<file path="src/rtl/vga_timing_ctrl.sv">
// vga_timing_ctrl
//   Pixel-timing sequencer for the VGA datapath. It divides clk by CLK_DIV to
//   make a one-cycle pixel strobe, runs the horizontal and vertical counters on
//   that strobe, and decodes hsync, vsync and vidon from the registered
//   counters. The defaults give 640x480 @ 60 Hz (800x521 total) from 100 MHz.
//
//   Optional feature: define VGA_FRAME_CNT_EN to build the 8-bit
//   completed-frame counter. When it is not defined, frame_cnt is tied to 0.
//
// Ports
//   clk          in   system clock
//   rst_n        in   synchronous reset, active low (overrides en)
//   en           in   run enable; low freezes the divider and all counters
//   hc, vc       out  horizontal / vertical counters (11 bit)
//   hsync, vsync out  active-low sync pulses
//   vidon        out  high inside the visible window
//   pix_en       out  one-clock pixel strobe
//   line_end     out  strobe on the pixel edge that wraps hc
//   frame_start  out  strobe on the pixel edge that wraps both hc and vc
//   frame_cnt    out  completed-frame counter, modulo 256
module vga_timing_ctrl #(
    parameter int CLK_DIV = 4,
    parameter int HPIXELS = 800,
    parameter int VLINES  = 521,
    parameter int HSP     = 96,
    parameter int HBP     = 144,
    parameter int HFP     = 784,
    parameter int VSP     = 2,
    parameter int VBP     = 31,
    parameter int VFP     = 511
) (
    input  logic        clk,
    input  logic        rst_n,
    input  logic        en,
    output logic [10:0] hc,
    output logic [10:0] vc,
    output logic        hsync,
    output logic        vsync,
    output logic        vidon,
    output logic        pix_en,
    output logic        line_end,
    output logic        frame_start,
    output logic [7:0]  frame_cnt
);

    if (CLK_DIV < 1 || HPIXELS > 2047 || VLINES > 2047 || HPIXELS < 1 || VLINES < 1) begin : g_bad_params
        $error("vga_timing_ctrl: CLK_DIV must be >= 1 and HPIXELS/VLINES in 1..2047");
    end

    localparam int DIV_W = (CLK_DIV > 1) ? $clog2(CLK_DIV) : 1;

    localparam logic [DIV_W-1:0] DIV_LAST = DIV_W'(CLK_DIV - 1);
    localparam logic [10:0]      H_LAST   = 11'(HPIXELS - 1);
    localparam logic [10:0]      V_LAST   = 11'(VLINES - 1);

    logic [DIV_W-1:0] div_q, div_d;
    logic [10:0]      hc_q, hc_d;
    logic [10:0]      vc_q, vc_d;
    logic             h_wrap, v_wrap;

    assign h_wrap = (hc_q == H_LAST);
    assign v_wrap = (vc_q == V_LAST);

    always_comb begin
        div_d       = div_q;
        hc_d        = hc_q;
        vc_d        = vc_q;
        // Gate with rst_n so the strobes read 0 during reset even when CLK_DIV = 1.
        pix_en      = rst_n & en & (div_q == DIV_LAST);
        line_end    = pix_en & h_wrap;
        frame_start = pix_en & h_wrap & v_wrap;

        if (en) begin
            div_d = (div_q == DIV_LAST) ? '0 : div_q + 1'b1;
        end

        if (pix_en) begin
            if (h_wrap) begin
                hc_d = '0;
                vc_d = v_wrap ? '0 : vc_q + 1'b1;
            end else begin
                hc_d = hc_q + 1'b1;
            end
        end
    end

    always_ff @(posedge clk) begin
        if (!rst_n) begin
            div_q <= '0;
            hc_q  <= '0;
            vc_q  <= '0;
        end else begin
            div_q <= div_d;
            hc_q  <= hc_d;
            vc_q  <= vc_d;
        end
    end

`ifdef VGA_FRAME_CNT_EN
    logic [7:0] frame_cnt_q, frame_cnt_d;

    always_comb begin
        frame_cnt_d = frame_cnt_q;
        if (frame_start) begin
            frame_cnt_d = frame_cnt_q + 8'd1;
        end
    end

    always_ff @(posedge clk) begin
        if (!rst_n) begin
            frame_cnt_q <= '0;
        end else begin
            frame_cnt_q <= frame_cnt_d;
        end
    end

    assign frame_cnt = frame_cnt_q;
`else
    assign frame_cnt = 8'd0;
`endif

    // Decoded straight from the registered counters: no added latency, and
    // the values are constant for the whole pixel period.
    assign hc    = hc_q;
    assign vc    = vc_q;
    assign hsync = (hc_q >= 11'(HSP));
    assign vsync = (vc_q >= 11'(VSP));
    assign vidon = (hc_q >= 11'(HBP)) & (hc_q < 11'(HFP)) &
                   (vc_q >= 11'(VBP)) & (vc_q < 11'(VFP));

endmodule

</file>
<file path="config.mk">
export PLATFORM = sky130hd
export DESIGN_NAME = vga_timing_ctrl
export DESIGN_NICKNAME = d
export VERILOG_FILES = /design/src/rtl/vga_timing_ctrl.sv
export SDC_FILE = /design/constraint.sdc
export NUM_CORES = 1
export LEC_CHECK = 0
export ABC_AREA = 1
export BUFFER_PORTS_ARGS = -buffer_cell sky130_fd_sc_hd__buf_2
export CAP_MARGIN = 20
export CORE_UTILIZATION = 57
export CTS_BUF_LIST = sky130_fd_sc_hd__clkbuf_16
export DETAILED_ROUTE_END_ITERATION = 10
export PLACE_DENSITY = 0.85
export SETUP_SLACK_MARGIN = 0.2
export SLEW_MARGIN = 30
export SYNTH_ARGS = -nofsm -noshare
export SYNTH_HDL_FRONTEND = slang
export SYNTH_SLANG_ARGS = --single-unit
</file>
<file path="constraint.sdc">
create_clock -name clk -period 3.1 [get_ports clk]
set_input_delay 0.31 -clock clk [delete_from_list [all_inputs] [get_ports clk]]
set_output_delay 0.31 -clock clk [all_outputs]
set_load 0.01 [all_outputs]
</file>
After elaboration in Yosys (flattened, before gate mapping)
Cells that the tools add are included.
{"block": "word_totals", "reg_bits": 24, "word_cells": 26, "out_inout_bits": 36, "input_bits": 3}
{"block": "op_classes", "eq_ne": 3, "n_reduce_logical": 1, "n_lt_le_gt_ge": 6, "addsub": 3, "muxes": 3, "bitwise": 7}
{"op": "11-bit by 1-bit adder with 11-bit output, second input constant", "count": 2}
{"op": "11-bit by 10-bit equality test with 1-bit output, second input constant", "count": 2}
{"op": "11-bit two-way mux", "count": 2}
{"op": "11-bit by 2-bit >= comparator with 1-bit output, second input constant", "count": 1}
{"op": "11-bit by 5-bit >= comparator with 1-bit output, second input constant", "count": 1}
{"op": "11-bit by 7-bit >= comparator with 1-bit output, second input constant", "count": 1}
{"op": "11-bit by 8-bit >= comparator with 1-bit output, second input constant", "count": 1}
{"op": "11-bit by 10-bit less-than comparator with 1-bit output, second input constant", "count": 1}
{"op": "11-bit by 9-bit less-than comparator with 1-bit output, second input constant", "count": 1}
{"op": "1-bit AND", "count": 7}
{"op": "2-bit by 1-bit adder with 2-bit output, second input constant", "count": 1}
{"op": "2-bit equality test, second input constant", "count": 1}
{"op": "2-bit two-way mux", "count": 1}
{"op": "2-bit AND reduction", "count": 1}

Longest topological paths before layout
Gate-level depths: netlist of the first run.
{"block": "depth", "ltp_word": 4, "mapped_depth": 10, "depth_no_buf": 10}

Worst setup path after synthesis of the first run
OpenSTA, ideal clock, no wires.
{"block": "synth_path", "path_kind": "flip-flop to output port", "startpoint": "reg hc_q[1] (netlist: hc[1])", "endpoint": "out frame_start", "setup_slack_ps": 1404, "n_path_buf": 0, "path_stages_with_launch": 6, "t_arrival_ps": 1386, "required_time_ps": 2790, "path_cell_list": "dfxtp_1 ha_1 nand3_1 nor2_4 nand3_2 nor4_1"}
{"block": "synth_via", "elab_chain_cells": 3}
{"element": "from (decl)", "line": "57", "rtl": "logic [10:0] hc_q, hc_d;"}
{"element": "from (signal assigned)", "line": "90", "rtl": "hc_q <= '0;"}
{"element": "from (signal assigned)", "line": "94", "rtl": "hc_q <= hc_d;"}
{"element": "11-bit by 10-bit equality test with 1-bit output", "line": "61", "rtl": "assign h_wrap = (hc_q == H_LAST);"}
{"element": "1-bit AND (2 in series)", "line": "71", "rtl": "frame_start = pix_en & h_wrap & v_wrap;"}
{"element": "to (decl)", "line": "42", "rtl": "output logic frame_start,"}
No other way between the ends.

Worst setup path after layout of the first run
{"block": "layout_path", "startpoint": "reg vc_q[1] (netlist: vc[1])", "endpoint": "out vidon"}
{"block": "layout_via", "elab_chain_cells": 3, "elab_cells_between_ends": 4, "classes_between": "order compare: 2; bitwise: 2"}
{"element": "from (decl)", "line": "58", "rtl": "logic [10:0] vc_q, vc_d;"}
{"element": "from (signal assigned)", "line": "95", "rtl": "vc_q <= vc_d;"}
{"element": "11-bit by 5-bit >= comparator with 1-bit output", "line": "129", "rtl": "(vc_q >= 11'(VBP)) & (vc_q < 11'(VFP));"}
{"element": "1-bit AND", "line": "128", "rtl": "assign vidon = (hc_q >= 11'(HBP)) & (hc_q < 11'(HFP)) &"}
{"element": "1-bit AND (*)", "line": "129"}
{"element": "to (decl)", "line": "39", "rtl": "output logic vidon,"}
Every way passes the cells marked *; elsewhere a longest branch is shown, timed or not.

==> results of run 1 <==
## cell usage after synthesis, drive strengths merged
cell type  count  area [um2]
dfxtp         24         480
nand2         57         226
conb           1        3.75
o21bai         1        7.51
nor3          11        66.3
o21ai         15        75.1
buf           10        76.3
nor2          47         199
a21oi          7        35.0
nor4           1        6.26
ha             6        75.1
nand3         24         143
a211oi         1        7.51
inv           34         128
xor2           2        17.5
nand3b         1        7.51
nand4          3        18.8
## worst max path at each step
| stage | slack (ns) | start | cells past startpoint | to |
|---|---|---|---|---|
| global placement | 1.42 | rst_n | 6 | frame_start |
| CTS | 1.04 | vc[1] | 8 | vidon |
| global route | 0.88 | vc[1] | 8 | vidon |
| finish | 1.02 | vc[1] | 8 | vidon |
| detailed placement | 1.35 | vc[1] | 8 | vidon |
| floorplan | 1.40 | hc[1] | 5 | frame_start |
## cells by family after synthesis
family	after synthesis	synth area share, %
AO/OA/AOI/OAI	24	7.96
AND/OR/NAND/NOR	144	42.4
flip-flops	24	30.5
adder cells (fa/ha/maj)	6	4.77
buffers and inverters	44	13.0
other	1	0.238
XOR/XNOR	2	1.11
## through the flow
step	setup slack, ns	cells	utilization, %
floorplan	1.40	252	-
global placement	1.42	302	67.2
detailed placement	1.35	302	67.2
CTS	1.04	305	70.2
global route	0.884	305	70.2
finish	1.02	305	70.2
## where the power goes
group | switching (mW) | leakage [nW] | total (mW) | internal [mW]
Clock | 0.103 | 0.0370 | 0.273 | 0.170
Sequential | 0.00172 | 0.194 | 0.313 | 0.311
Combinational | 0.0191 | 0.652 | 0.0261 | 0.00701
## cell type report
class | count | area (um2)
clock buffers | 3 | 75.1
multi-input cells | 184 | 915
repair buffers | 30 | 150
inverters | 34 | 128
flip-flops and latches | 24 | 480
well taps | 30 | 37.5
fillers | 235 | 759
## routing by layer
metal | vias to the layer above | global-route usage (%) | part of all wire (%)
met5 | - | 0 | 0
li1 | 828 | - | -
met2 | 58 | 43.3 | 47
met4 | 0 | 8.12 | 0.84
met1 | 733 | 34.6 | 47
met3 | 4 | 2.78 | 5.5
## flip-flops by register name, indices dropped and copies added, names as in the netlist
name,flops
div_q,2
hc,11
vc,11
## worst max-delay path, stage by stage (launching register included)
cell and delay (ns):
dfxtp_1 0.42, ha_1 0.20, nand2_1 0.07, nor2_1 0.21, nand2_1 0.10, nand2_1 0.08, nor2_1 0.04, nor3_1 0.22
buf_2 0.17
==> flow_metrics.py, run 1 <==
metrics = {
    "status": {
        "status": "completed",
    },
    "global_route": {
        "grt-ovfl-total": 0,
        "grtUsageTotal_pct": 25.9,
        "antenna_found_initial": 0,
        "grt_pass1_vias": 1276,
        "grt_max_degree": 14,
        "grt_pass1_wl_mm": 5.57,
    },
    "floorplanning": {
        "core_um2": 2540,
        "row_count": 18,
        "initial_core_util_pct": 61.8,
        "die_x_um": 54.5,
        "die_area_um2": 2970,
        "io_pins": 39,
        "dieHeight_um": 54.5,
    },
    "sta": {
        "slew_viol_final": 0,
        "rsz0062_at_grt": "no",
        "setup_violations": 0,
        "layout_min_cycle_time_ns": 2.08,
        "finalSetupTns_ns": 0,
        "hold_viol": 0,
        "clock_skew_ns": 0.00105,
        "fmaxAchievable_mhz": 482,
        "fin_crit_sh_pct": 67.0,
        "holdWs_ns": 0.385,
    },
    "power": {
        "p_leak_nw": 0.883,
        "power.density_nw_per_um2": 343,
        "ir_worst_vdd_mv": 0.304,
        "finalPower_mw": 0.612,
    },
    "clock_tree": {
        "htreeDepth": 1,
        "cts_sinks": 24,
        "cts_tree": "built",
        "clkLatencyLatePin_ns": 0.25,
        "cts_setup_buffers": 0,
        "cts_hold_buffers": 0,
        "post_cts_resized": 0,
        "cts_buffer_depth": 2,
        "clock-root-buffer": "clkbuf_16",
        "numCtsBuffers": 3,
        "path_clk_slew_ns": 0.06,
    },
    "yosys": {
        "synth_cells": 245,
        "post_synth_num_cell_types": 28,
        "ys_ff_latch": 24,
        "netlist_area_um2": 1570,
        "avgSynthCellArea_um2": 6.42,
        "ys_warn_count": 0,
        "yosysSeqAreaShare_pct": 30.5,
    },
    "place": {
        "dp_hpwl_mm": 2.63,
        "post_dp_cell_area_um2": 1710,
        "io_buffers": 30,
        "gp_congestion": 0.875,
    },
    "worst_hold_path": {
        "min_from": "en",
        "hold_path_depth": 3,
        "hp-class": "in2reg",
        "worst_hold_path.endpoint": "div_q[1]",
    },
    "final_layout": {
        "final_cell_mix": "54 x nand2_1, 42 x nor2_1, 31 x inv_1",
        "fin_area_um2": 1790,
        "layout-drive-gt1-share_pct": 17.5,
        "areaGrowthSynthToFinish_pct": 13.5,
        "final_common_cell": "nand2_1",
        "diodes": 0,
        "nets": 286,
    },
    "detailed_routing": {
        "num_vias": 1623,
        "drt-wirelength-per-cell_um": 11.3,
        "drt_iter0_drc": 63,
        "avgViaCountPerCell": 5.32,
        "ant_nets": 0,
        "totalWireLength_mm": 3.44,
        "drt_first_pass_iters": 4,
        "route.detailed.drc": 0,
    },
    "job": {
        "maxCapViolCount": 0,
    },
    "worst_setup_path": {
        "r2r-start": "div_q[0]",
        "required_ns": 2.79,
        "cp_max_fo": 6,
        "r2r_cells": 8,
        "start_kind": "register",
        "worstPathArrival_ns": 1.77,
        "worstSetupPathType": "reg2out",
        "reg2reg_slack_ns": 1.45,
        "rr_endpoint": "hc[6]",
        "endpoint_kind": "output pin",
    },
}
No activity file was read; power rests on OpenSTA's default activity.
==> run 2: changes to the inputs <==
--- a/config.mk
+++ b/config.mk
@@ -8,10 +8,10 @@
 export ABC_AREA = 1
 export BUFFER_PORTS_ARGS = -buffer_cell sky130_fd_sc_hd__buf_2
 export CAP_MARGIN = 20
-export CORE_UTILIZATION = 57
+export CORE_UTILIZATION = 53
 export CTS_BUF_LIST = sky130_fd_sc_hd__clkbuf_16
 export DETAILED_ROUTE_END_ITERATION = 10
-export PLACE_DENSITY = 0.85
+export PLACE_DENSITY = 0.79
 export SETUP_SLACK_MARGIN = 0.2
 export SLEW_MARGIN = 30
 export SYNTH_ARGS = -nofsm -noshare
==> constraint.sdc (replaced) <==
create_clock -name clk -period 2 [get_ports clk]
set_input_delay 0.2 -clock clk [delete_from_list [all_inputs] [get_ports clk]]
set_output_delay 0.2 -clock clk [all_outputs]
set_load 0.01 [all_outputs]
==> run 2 against run 1 <==
Compared with the run above: flip-flop and latch count is the same; critical path type unchanged; highest routed layer unchanged; utilization down 3.2 points; largest cell class unchanged; final cell count up 1.3%; sequential power is 55% higher.
==> flow_metrics.py, run 2 (synthesis gave the netlist of run 1 again) <==
metrics = {
    "status": {
        "status": "completed",
    },
    "clock_tree": {
        "htreeDepth": 1,
        "cts_buffer_depth": 2,
        "clock-root-buffer": "clkbuf_16",
        "path_clk_slew_ns": 0.06,
        "cts_sinks": 24,
        "cts_tree": "built",
        "numCtsBuffers": 3,
        "clkLatencyLatePin_ns": 0.25,
    },
    "sta": {
        "finalSetupTns_ns": 0,
        "fin_crit_sh_pct": 85.9,
        "fmaxAchievable_mhz": 582,
        "rsz0062_at_grt": "no",
        "clock_skew_ns": 0.00165,
        "setup_violations": 0,
        "layout_min_cycle_time_ns": 1.72,
        "hold_viol": 0,
        "holdWs_ns": 0.273,
        "slew_viol_final": 0,
    },
    "detailed_routing": {
        "route.detailed.drc": 0,
        "totalWireLength_mm": 3.51,
        "ant_nets": 0,
        "avgViaCountPerCell": 5.19,
        "drt-wirelength-per-cell_um": 11.4,
        "drt_iter0_drc": 58,
        "drt_first_pass_iters": 5,
        "num_vias": 1603,
    },
    "final_layout": {
        "nets": 288,
        "areaGrowthSynthToFinish_pct": 18.5,
        "num-fill-cells": 259,
        "fin_cells": 309,
        "diodes": 0,
        "final_common_cell": "nand2_1",
        "final_cell_mix": "54 x nand2_1, 40 x nor2_1, 31 x inv_1",
        "layout-drive-gt1-share_pct": 23.0,
    },
    "place": {
        "gp_congestion": 0.900,
        "dp_hpwl_mm": 2.62,
        "io_buffers": 30,
        "dp_cells": 303,
    },
    "global_route": {
        "grt_util_met2_pct": 37.5,
        "antenna_found_initial": 0,
        "grt-ovfl-total": 0,
        "grt_max_degree": 14,
        "grt_pass1_wl_mm": 6.05,
        "grt_pass1_vias": 1384,
        "grt.busiest_layer": "met2",
        "grtUsageMet1_pct": 32.1,
        "grtUsageTotal_pct": 23.5,
        "grt.met3_usage_pct": 3.92,
    },
    "worst_setup_path": {
        "worstPathArrival_ns": 1.52,
        "start_kind": "register",
        "reg2reg_slack_ns": 0.44,
        "cp_max_fo": 8,
        "required_ns": 1.80,
        "endpoint_kind": "output pin",
        "worstSetupPathType": "reg2out",
    },
    "floorplanning": {
        "die_x_um": 56.5,
        "die_area_um2": 3190,
        "initial_core_util_pct": 56.5,
        "core_um2": 2780,
        "row_count": 19,
        "io_pins": 39,
        "dieHeight_um": 56.5,
    },
    "job": {
        "maxCapViolCount": 0,
    },
    "power": {
        "finalPower_mw": 0.959,
        "ir_worst_vdd_mv": 0.443,
        "power.density_nw_per_um2": 515,
        "p_leak_nw": 0.895,
    },
    "worst_hold_path": {
        "hp-class": "in2reg",
    },
}
run 2: through the flow:
stage / utilization, % / setup WS (ns) / cell area [um2]
after floorplan: - / 0.414 / 1600
after global placement: 61.5 / 0.391 / 1710
after detailed placement: 61.5 / 0.346 / 1710
after CTS: 65.6 / 0.205 / 1820
after global routing: 67.0 / 0.203 / 1860
final: 67.0 / 0.281 / 1860
run 2: final timing paths:
path / start / endpoint / depth (start not counted)
min reg2reg: hc[0] / hc[0] / 2
min: en / div_q[1] / 3
max reg2reg: vc[0] / vc[6] / 10
max: div_q[1] / frame_start / 6
run 2: critical path, cell delays in order, from the launching register on:
cell and delay, ns:
dfxtp_1 0.36, ha_4 0.16, nand3_4 0.12, nor2_4 0.16, nand3_4 0.11, nor4_1 0.17
buf_2 0.17
run 2: cell type report:
cell class	instances	area (um2)	share of cell area, %
clock buffer	3	75.1	4.03
multi-input combinational	184	960	51.5
timing repair buffer	32	165	8.86
sequential	24	493	26.5
clock inverter	1	3.75	0.201
inverter	34	128	6.85
tap	31	38.8	2.08
run 2: where the power goes:
part	internal [mW]	switching (mW)	total (mW)
registers	0.481	0.00421	0.485
logic	0.0128	0.0296	0.0425
clock network	0.267	0.164	0.431
run 2: repair_timing:
item / in CTS / in global routing
setup endpoints to repair: 2 / 3
buffers inserted: 2 / 0
resized for setup: 5 / 14
hold buffers: 0 / 0
hold endpoints to repair: 0 / 0
pin swaps: 2 / 2
run 2: routing by layer:
metal	vias up	wire length (um)
li1	823	-
met1	724	1660
met2	49	1610
met3	7	182
met4	0	55
met5	-	0
==> run 3: changes to the inputs <==
--- a/config.mk
+++ b/config.mk
@@ -8,10 +8,10 @@
 export ABC_AREA = 1
 export BUFFER_PORTS_ARGS = -buffer_cell sky130_fd_sc_hd__buf_2
 export CAP_MARGIN = 20
-export CORE_UTILIZATION = 53
-export CTS_BUF_LIST = sky130_fd_sc_hd__clkbuf_16
+export CORE_UTILIZATION = 55
+export CTS_BUF_LIST = sky130_fd_sc_hd__clkbuf_4 sky130_fd_sc_hd__clkbuf_8
 export DETAILED_ROUTE_END_ITERATION = 10
-export PLACE_DENSITY = 0.79
+export PLACE_DENSITY_LB_ADDON = 0.15
 export SETUP_SLACK_MARGIN = 0.2
 export SLEW_MARGIN = 30
 export SYNTH_ARGS = -nofsm -noshare
==> run 3 against run 2 <==
Compared with the run above: clock skew barely moved; sequential power decreased by 1%; cell area rose by 3.0%; largest cell class unchanged; routed wire length increased by 4.8%; via count is 1.7% higher.
==> flow_metrics.py, run 3 (synthesis gave the netlist of run 1 again) <==
metrics = {
    "status": {
        "status": "completed",
    },
    "worst_setup_path": {
        "cp_max_fo": 5,
        "reg2reg_slack_ns": 0.41,
        "r2r-start": "vc[1]",
        "worstSetupStartpoint": "div_q[0]",
        "endpoint_kind": "output pin",
        "rr_endpoint": "vc[6]",
        "worstPathArrival_ns": 1.53,
        "r2r_cells": 10,
        "required_ns": 1.80,
        "worstSetupPathType": "reg2out",
        "crit_end": "frame_start",
        "start_kind": "register",
    },
    "worst_hold_path": {
        "hp-class": "in2reg",
    },
    "detailed_routing": {
        "route.detailed.drc": 0,
        "ant_nets": 0,
        "drt_iter0_drc": 61,
        "num_vias": 1631,
        "avgViaCountPerCell": 5.16,
        "drt_first_pass_iters": 5,
        "totalWireLength_mm": 3.68,
        "drt-wirelength-per-cell_um": 11.6,
    },
    "global_route": {
        "grt-ovfl-total": 0,
        "grt_pass1_vias": 1437,
        "grt_max_degree": 14,
        "grtUsageTotal_pct": 24.0,
        "antenna_found_initial": 0,
        "grt_pass1_wl_mm": 6.01,
    },
    "final_layout": {
        "layout.area.seq_um2": 513,
        "fin_cells": 316,
        "final_cell_mix": "52 x nand2_1, 38 x nor2_1, 30 x buf_2",
        "post-route-util_pct": 70.2,
        "multi_input_area_um2": 990,
        "num-fill-cells": 236,
        "layout-drive-gt1-share_pct": 30.5,
        "diodes": 0,
        "areaGrowthSynthToFinish_pct": 22.0,
        "final_common_cell": "nand2_1",
        "nets": 296,
    },
    "sta": {
        "hold_viol": 0,
        "layout_min_cycle_time_ns": 1.73,
        "holdWs_ns": 0.191,
        "clock_skew_ns": 0.00124,
        "fmaxAchievable_mhz": 579,
        "fin_crit_sh_pct": 86.3,
        "rsz0062_at_grt": "yes",
        "finalSetupTns_ns": 0,
        "setup_violations": 0,
        "slew_viol_final": 0,
    },
    "clock_tree": {
        "cts_tree": "built",
        "path_clk_slew_ns": 0.13,
        "cts_sinks": 24,
        "clkLatencyLatePin_ns": 0.31,
        "clock-root-buffer": "clkbuf_4",
        "numCtsBuffers": 3,
        "cts_buffer_depth": 2,
        "htreeDepth": 1,
        "cts_hold_buffers": 0,
    },
    "power": {
        "switching_share_pct": 24.1,
        "p_leak_nw": 0.916,
        "netSwitchingPower_mw": 0.178,
        "combPwrFrac_pct": 6.1,
        "seqPwrFrac_pct": 64.9,
        "p_int_mw": 0.561,
        "ir_worst_vdd_mv": 0.340,
        "finalPower_mw": 0.739,
        "clkPwrFrac_pct": 29.0,
        "power.density_nw_per_um2": 385,
    },
    "floorplanning": {
        "initial_core_util_pct": 57.5,
        "core_um2": 2730,
        "die_area_um2": 3080,
        "row_count": 19,
        "die_x_um": 55.5,
        "io_pins": 39,
        "dieHeight_um": 55.5,
    },
    "place": {
        "io_buffers": 30,
        "dp_cells": 303,
        "dp_hpwl_mm": 2.57,
        "gp_congestion": 0.884,
    },
    "job": {
        "maxCapViolCount": 0,
    },
}
[run 3: cell types whose count changed in the layout (fill, tap and decap cells not counted), moves of 3 or more]
cell       change
buf_4          +8
clkbuf_16      -3
clkbuf_4       +3
dfxtp_1        -8
dfxtp_2        +4
dfxtp_4        +4
[run 3: through the flow]
step	area [um2]	worst slack, ns
5_1_grt	1920	0.162
2_1_floorplan	1600	0.414
4_1_cts	1810	0.184
6_report	1920	0.274
3_3_place_gp	1710	0.403
3_5_place_dp	1710	0.394
[run 3: layout make-up]
cell class              count  share of cell area (%)
multi-input cells         184                    51.6
flip-flops and latches     24                    26.7
repair buffers             40                    11.7
inverters                  34                    6.78
well taps                  31                    2.02
clock buffers               3                    1.17
[run 3: worst min-delay path by stage]
stage	depth (start not counted)	startpoint	to	slack (ns)
floorplan	2	en	div_q[1]	0.35
global placement	2	hc[0]	hc[0]	0.50
detailed placement	2	hc[0]	hc[0]	0.52
CTS	3	en	div_q[1]	0.19
global route	3	rst_n	vc[7]	0.24
finish	3	en	div_q[1]	0.19
[run 3: worst max-delay path, cell delays in order (launching register included)]
cell and delay (ns):
dfxtp_2 0.39, ha_4 0.16, nand3_4 0.10, nor2_4 0.16
nand3_4 0.11, nor4_4 0.13, buf_2 0.16
[run 3: power groups by stage]
stage | clock [mW] | sequential [mW] | combinational (mW)
2_1_floorplan | 0 | 0.495 | 0.0439
3_3_place_gp | 0 | 0.495 | 0.0399
3_5_place_dp | 0 | 0.496 | 0.0397
4_1_cts | 0.224 | 0.487 | 0.0432
5_1_grt | 0.237 | 0.480 | 0.0507
6_report | 0.214 | 0.480 | 0.0450
[run 3: routing by layer]
layer,GRT usage [%],share of wire [%],vias up
met2,37.3,46,57
met5,0,0,-
met4,9.29,1.6,0
li1,-,-,841
met3,3.75,6.2,8
met1,33.2,46,725
[run 3: timing repair]
item | CTS | global route
resized for setup | 10 | 31
endpoints found under the hold margin | 0 | 0
pin swaps | 2 | 5
buffers inserted | 5 | 5
endpoints found under the setup margin | 3 | 3
